$ cat config.mk
export PLATFORM = sky130hd
export DESIGN_NAME = count_scan4
export DESIGN_NICKNAME = d
export VERILOG_FILES = /design/src/rtl/count_scan4.sv
export SDC_FILE = /design/constraint.sdc
export NUM_CORES = 1
export LEC_CHECK = 0
export CAP_MARGIN = 20
export CELL_PAD_IN_SITES_DETAIL_PLACEMENT = 1
export CELL_PAD_IN_SITES_GLOBAL_PLACEMENT = 1
export CORE_MARGIN = 10
export CORE_UTILIZATION = 42
export DETAILED_ROUTE_END_ITERATION = 10
export PLACE_DENSITY_LB_ADDON = 0.1
export SYNTH_ARGS = -nofsm -noshare
export SYNTH_HDL_FRONTEND = slang
export SYNTH_SLANG_ARGS = --single-unit
$ cat constraint.sdc
create_clock -name CLK -period 2.1 [get_ports CLK]
set_clock_uncertainty 0.1 [all_clocks]
set_input_delay 0.42 -clock CLK [delete_from_list [all_inputs] [get_ports CLK]]
set_output_delay 0.42 -clock CLK [all_outputs]
set_load 0.01 [all_outputs]
$ cat src/rtl/count_scan4.sv
// rtl/count_scan4.sv - four-digit BCD up/down counter with multiplexed digit scanner
// Prescaled count ticks, leading-zero blanking via active-low digit enables.
module count_scan4 #(
    parameter int PRESCALE = 50_000_000,
    parameter int SCAN_DIV = 50_000
) (
    input  logic        CLK,
    input  logic        RST,
    input  logic        EN,
    input  logic        UP,
    input  logic        CLR,
    output logic [3:0]  CNT,
    output logic [3:0]  DIGIT,
    output logic        CARRY,
    output logic [15:0] VALUE
);

    localparam int PW = (PRESCALE > 1) ? $clog2(PRESCALE) : 1;
    localparam int SW = (SCAN_DIV > 1) ? $clog2(SCAN_DIV) : 1;
    localparam logic [PW-1:0] PRE_LAST  = PW'(PRESCALE - 1);
    localparam logic [SW-1:0] SCAN_LAST = SW'(SCAN_DIV - 1);

    logic [PW-1:0] presc;
    logic [SW-1:0] scan;
    logic [1:0]    sel;
    logic          tick;
    logic          wrap;
    logic [15:0]   value_next;
    logic [3:0]    blank;

    // Ripple a decimal carry (or borrow) from the ones digit upward.
    function automatic logic [15:0] bcd_step(input logic [15:0] v, input logic up);
        logic [15:0] r;
        logic        c;
        r = v;
        c = 1'b1;
        for (int i = 0; i < 4; i++) begin
            if (c) begin
                if (up) begin
                    if (v[4*i +: 4] == 4'd9) r[4*i +: 4] = 4'd0;
                    else begin
                        r[4*i +: 4] = v[4*i +: 4] + 4'd1;
                        c = 1'b0;
                    end
                end else begin
                    if (v[4*i +: 4] == 4'd0) r[4*i +: 4] = 4'd9;
                    else begin
                        r[4*i +: 4] = v[4*i +: 4] - 4'd1;
                        c = 1'b0;
                    end
                end
            end
        end
        return r;
    endfunction

    always_comb begin
        tick       = EN && (presc == PRE_LAST);
        wrap       = UP ? (VALUE == 16'h9999) : (VALUE == 16'h0000);
        value_next = bcd_step(VALUE, UP);
        blank[0]   = 1'b0;
        blank[1]   = (VALUE[15:4]  == 12'h000);
        blank[2]   = (VALUE[15:8]  == 8'h00);
        blank[3]   = (VALUE[15:12] == 4'h0);
    end

    always_ff @(posedge CLK or negedge RST) begin
        if (!RST) begin
            presc <= '0;
            VALUE <= 16'h0000;
            CARRY <= 1'b0;
        end else if (CLR) begin
            presc <= '0;
            VALUE <= 16'h0000;
            CARRY <= 1'b0;
        end else begin
            if (EN) presc <= tick ? '0 : presc + PW'(1);
            if (tick) VALUE <= value_next;
            CARRY <= tick && wrap;
        end
    end

    // Scanner free-runs; outputs sample the pre-edge sel and VALUE together.
    always_ff @(posedge CLK or negedge RST) begin
        if (!RST) begin
            scan  <= '0;
            sel   <= 2'd0;
            CNT   <= 4'h0;
            DIGIT <= 4'b1111;
        end else begin
            if (scan == SCAN_LAST) begin
                scan <= '0;
                sel  <= sel + 2'd1;
            end else begin
                scan <= scan + SW'(1);
            end
            CNT   <= VALUE[4*sel +: 4];
            DIGIT <= blank[sel] ? 4'b1111 : ~(4'b0001 << sel);
        end
    end

endmodule

==> key figures <==
Status
  • Status: complete, no violations

Worst setup path
  • Setup crit end: VALUE[14]$_DFFE_PN0P_
  • Crit path max fanout: 6
  • Crit path buf inv count: 1
  • Critical-path cell list: inv_4 -> ha_4 -> or3b_4 -> a21oi_4 -> and4bb_4 -> nand3b_1 -> o31ai_2
  • Top delay family on crit path: simple AND/OR/NAND/NOR gates
  • Slowest CP cell: dfrtp_2
  • CP endpoint kind: register
  • R2R cell count: 7
  • Req. time, crit path: 2290 ps
  • Crit. Startpoint: VALUE[0]$_DFFE_PN0P_
  • Data arrival, critical path: 2270 ps
  • CP Class: register to register
  • Max incr delay on CP: 430 ps
  • Levels on crit path: 7
  • Crit start category: register
  • FF-to-FF End: VALUE[14]$_DFFE_PN0P_
  • Worst r2r src: VALUE[0]$_DFFE_PN0P_
  • Internal reg-to-reg setup slack: 20 ps

Final layout
  • P&R area growth vs syn: 24.8%
  • Most common cell after layout, fill and taps aside: dfrtp_1
  • Diode count: 0
  • Layout cell share with drive strength beyond 1: 23.6%
  • Fill count: 1177
  • Commonest cells after routing, fill and taps aside: dfrtp_1 (58), buf_4 (57), nor2_1 (51), nand2_1 (35), nand3_1 (32)
  • Final nets: 561

Detailed routing
  • Routed via count: 3761
  • Drt first pass iters: 4
  • Vias per inst: 5.57
  • Post-Route WL: 12000 um
  • DR DRC count: 0
  • Post-DRT Antenna Nets: 0
  • 1st-iter DRT viols: 169
  • Routed len/inst: 17.8 um

Power
  • VDD IR-drop max: 0.248 mV
  • Pleak: 0.00233 uW
  • PwrDens: 493 nW/um^2

Yosys
  • Synthesized net count: 482
  • Post-synth EDFFs: 0
  • Seq/Total Area, Yosys: 39.7%
  • Mapped cell area: 4370 sq um
  • Yosys cell types: 68
  • Synthesized area per cell: 9.60 sq um
  • Synth top area share: 37.2%
  • Share of synthesized registers carrying an async set or reset: 100%
  • Synthesized flop and latch total: 69
  • Area leader, netlist: dfrtp_1
  • Synth area leaders: dfrtp_1 (37%), ha_1 (6.3%), xor2_1 (4.4%)
  • Top_reg_cell synth: dfrtp_1
  • Synth Warn #: 0
  • Post-synthesis cell count: 455

STA
  • Slew Limit Fails: 0
  • Peak Freq: 481 MHz
  • RSZ-0062 raised after global routing: yes
  • Tmin final: 2080 ps
  • Max_slew headroom: 72.1%
  • Final hold viol count: 0
  • Worst slew pin tran: 418 ps
  • Final worst slack: 20.4 ps
  • Fin Hold WS: 410 ps
  • Setup violators final: 0
  • Post-route clock period utilization: 99.0%

Global route
  • Largest net degree at the start of global routing: 70
  • Initial antenna violation count: 0
  • Number of global-route vias before repair: 3970
  • Total GRT Usage: 16.6%
  • GRT overflow: 0
  • First-pass GRT wire length: 20000 um

Clock network
  • Worst-path clk slew: 90 ps
  • Clk root buf: clkbuf_8
  • TritonCTS clock tree: built
  • Clock sinks: 69
  • Clock buffer count from CTS: 9
  • H-tree levels: 3
  • Worst-Skew Late Latency: 370 ps
  • CTS max path bufs: 2

Floorplanning
  • # IOs: 30
  • Die H: 122 um
  • Row count: 37
  • Core region area: 10200 sq um
  • Die ar.: 14900 sq um
  • Die X: 122 um
  • Initial Utilization: 42.7%

Placement
  • Number of buffers added on ports: 29
  • Post-DP HPWL: 8810 um
  • Worst slack, placed: -429 ps
  • RD Place Congestion: 0.845

Min path
  • Hold Path Stages: 1
  • HP Class: register to register

Flow run
  • Maxcap violations: 0
## through the flow
stage | utilization [%] | cells | area, sq um | TNS [ps] | power, uW
detailed placement | 50.0 | 653 | 5110 | -8330 | 1540
global route | 53.2 | 675 | 5450 | -449 | 2780
floorplan | - | 455 | 4380 | 0 | 1450
CTS | 52.2 | 671 | 5340 | 0 | 2710
finish | 53.2 | 675 | 5450 | 0 | 2680
global placement | 50.0 | 653 | 5110 | -6990 | 1530
## registers in the layout (all words and copies together) (netlist names)
name   cells
sel        2
CNT        4
scan      16
presc     26
CARRY      1
VALUE     16
DIGIT      4
## where the power goes
| group | leakage [uW] | internal, uW | switching, uW |
|---|---|---|---|
| clock network | 0.0000991 | 588 | 580 |
| logic | 0.00131 | 69.5 | 104 |
| registers | 0.000922 | 1330 | 7.66 |
| total | 0.00233 | 1990 | 692 |
## logic make-up (layout without fill, tap and decap cells)
logic type | count (synthesis) | count (layout) | synth area share, %
adders and majority gates | 22 | 22 | 6.30
muxes | 13 | 13 | 4.27
AOI/OAI and AO/OA | 68 | 68 | 11.3
DFF | 69 | 69 | 39.7
buffers and inverters | 42 | 126 | 5.47
and+or+nand+nor | 208 | 208 | 26.4
xor gates and xnor gates | 33 | 33 | 6.62
## timing repair
action | 4_1_cts | 5_1_grt
hold endpoints to repair | 65 | 0
setup buffers | 1 | 4
pin swaps | 1 | 11
hold buffers | 1 | 0
resized for setup | 2 | 18
endpoints found under the setup margin | 5 | 20
## synth_stat cells, types with 7 or more instances
library cell   n
xor2_1        22
dfrtp_1       65
o21ai_0       12
nand3_1       32
mux2i_1        7
nor3_1        16
a31oi_1        8
nand4_1       14
inv_1         19
nor2_1        51
and3_1        10
ha_1          22
a21oi_1       15
nand2_1       36
xnor2_1       11
and4_1         8
## routing by layer
metal | share of wire (%) | GRT usage, %
met4 | 2.0 | 6.41
met3 | 3.4 | 4.07
met5 | 0 | 0
met1 | 45 | 20.1
met2 | 50 | 27.9
## worst min-delay path by stage
stage | startpoint | to | slack, ps
floorplan | RST | CARRY$_DFF_PN0_ | 20
global placement | RST | VALUE[6]$_DFFE_PN0P_ | 370
detailed placement | RST | VALUE[3]$_DFFE_PN0P_ | 380
CTS | scan[0]$_DFF_PN0_ | scan[0]$_DFF_PN0_ | 410
global route | scan[10]$_DFF_PN0_ | scan[10]$_DFF_PN0_ | 430
finish | scan[0]$_DFF_PN0_ | scan[0]$_DFF_PN0_ | 410
## final cells by class
| class | count | area (sq um) | share of cell area [%] |
|---|---|---|---|
| Clock buffer | 10 | 138 | 2.53 |
| Clock inverter | 6 | 71.3 | 1.31 |
| Inverter | 20 | 77.6 | 1.42 |
| Multi-Input combinational cell | 344 | 2470 | 45.3 |
| Sequential cell | 69 | 1740 | 31.9 |
| Tap cell | 136 | 170 | 3.12 |
| Timing Repair Buffer | 90 | 781 | 14.3 |
Power figures use the tool's default switching activity.
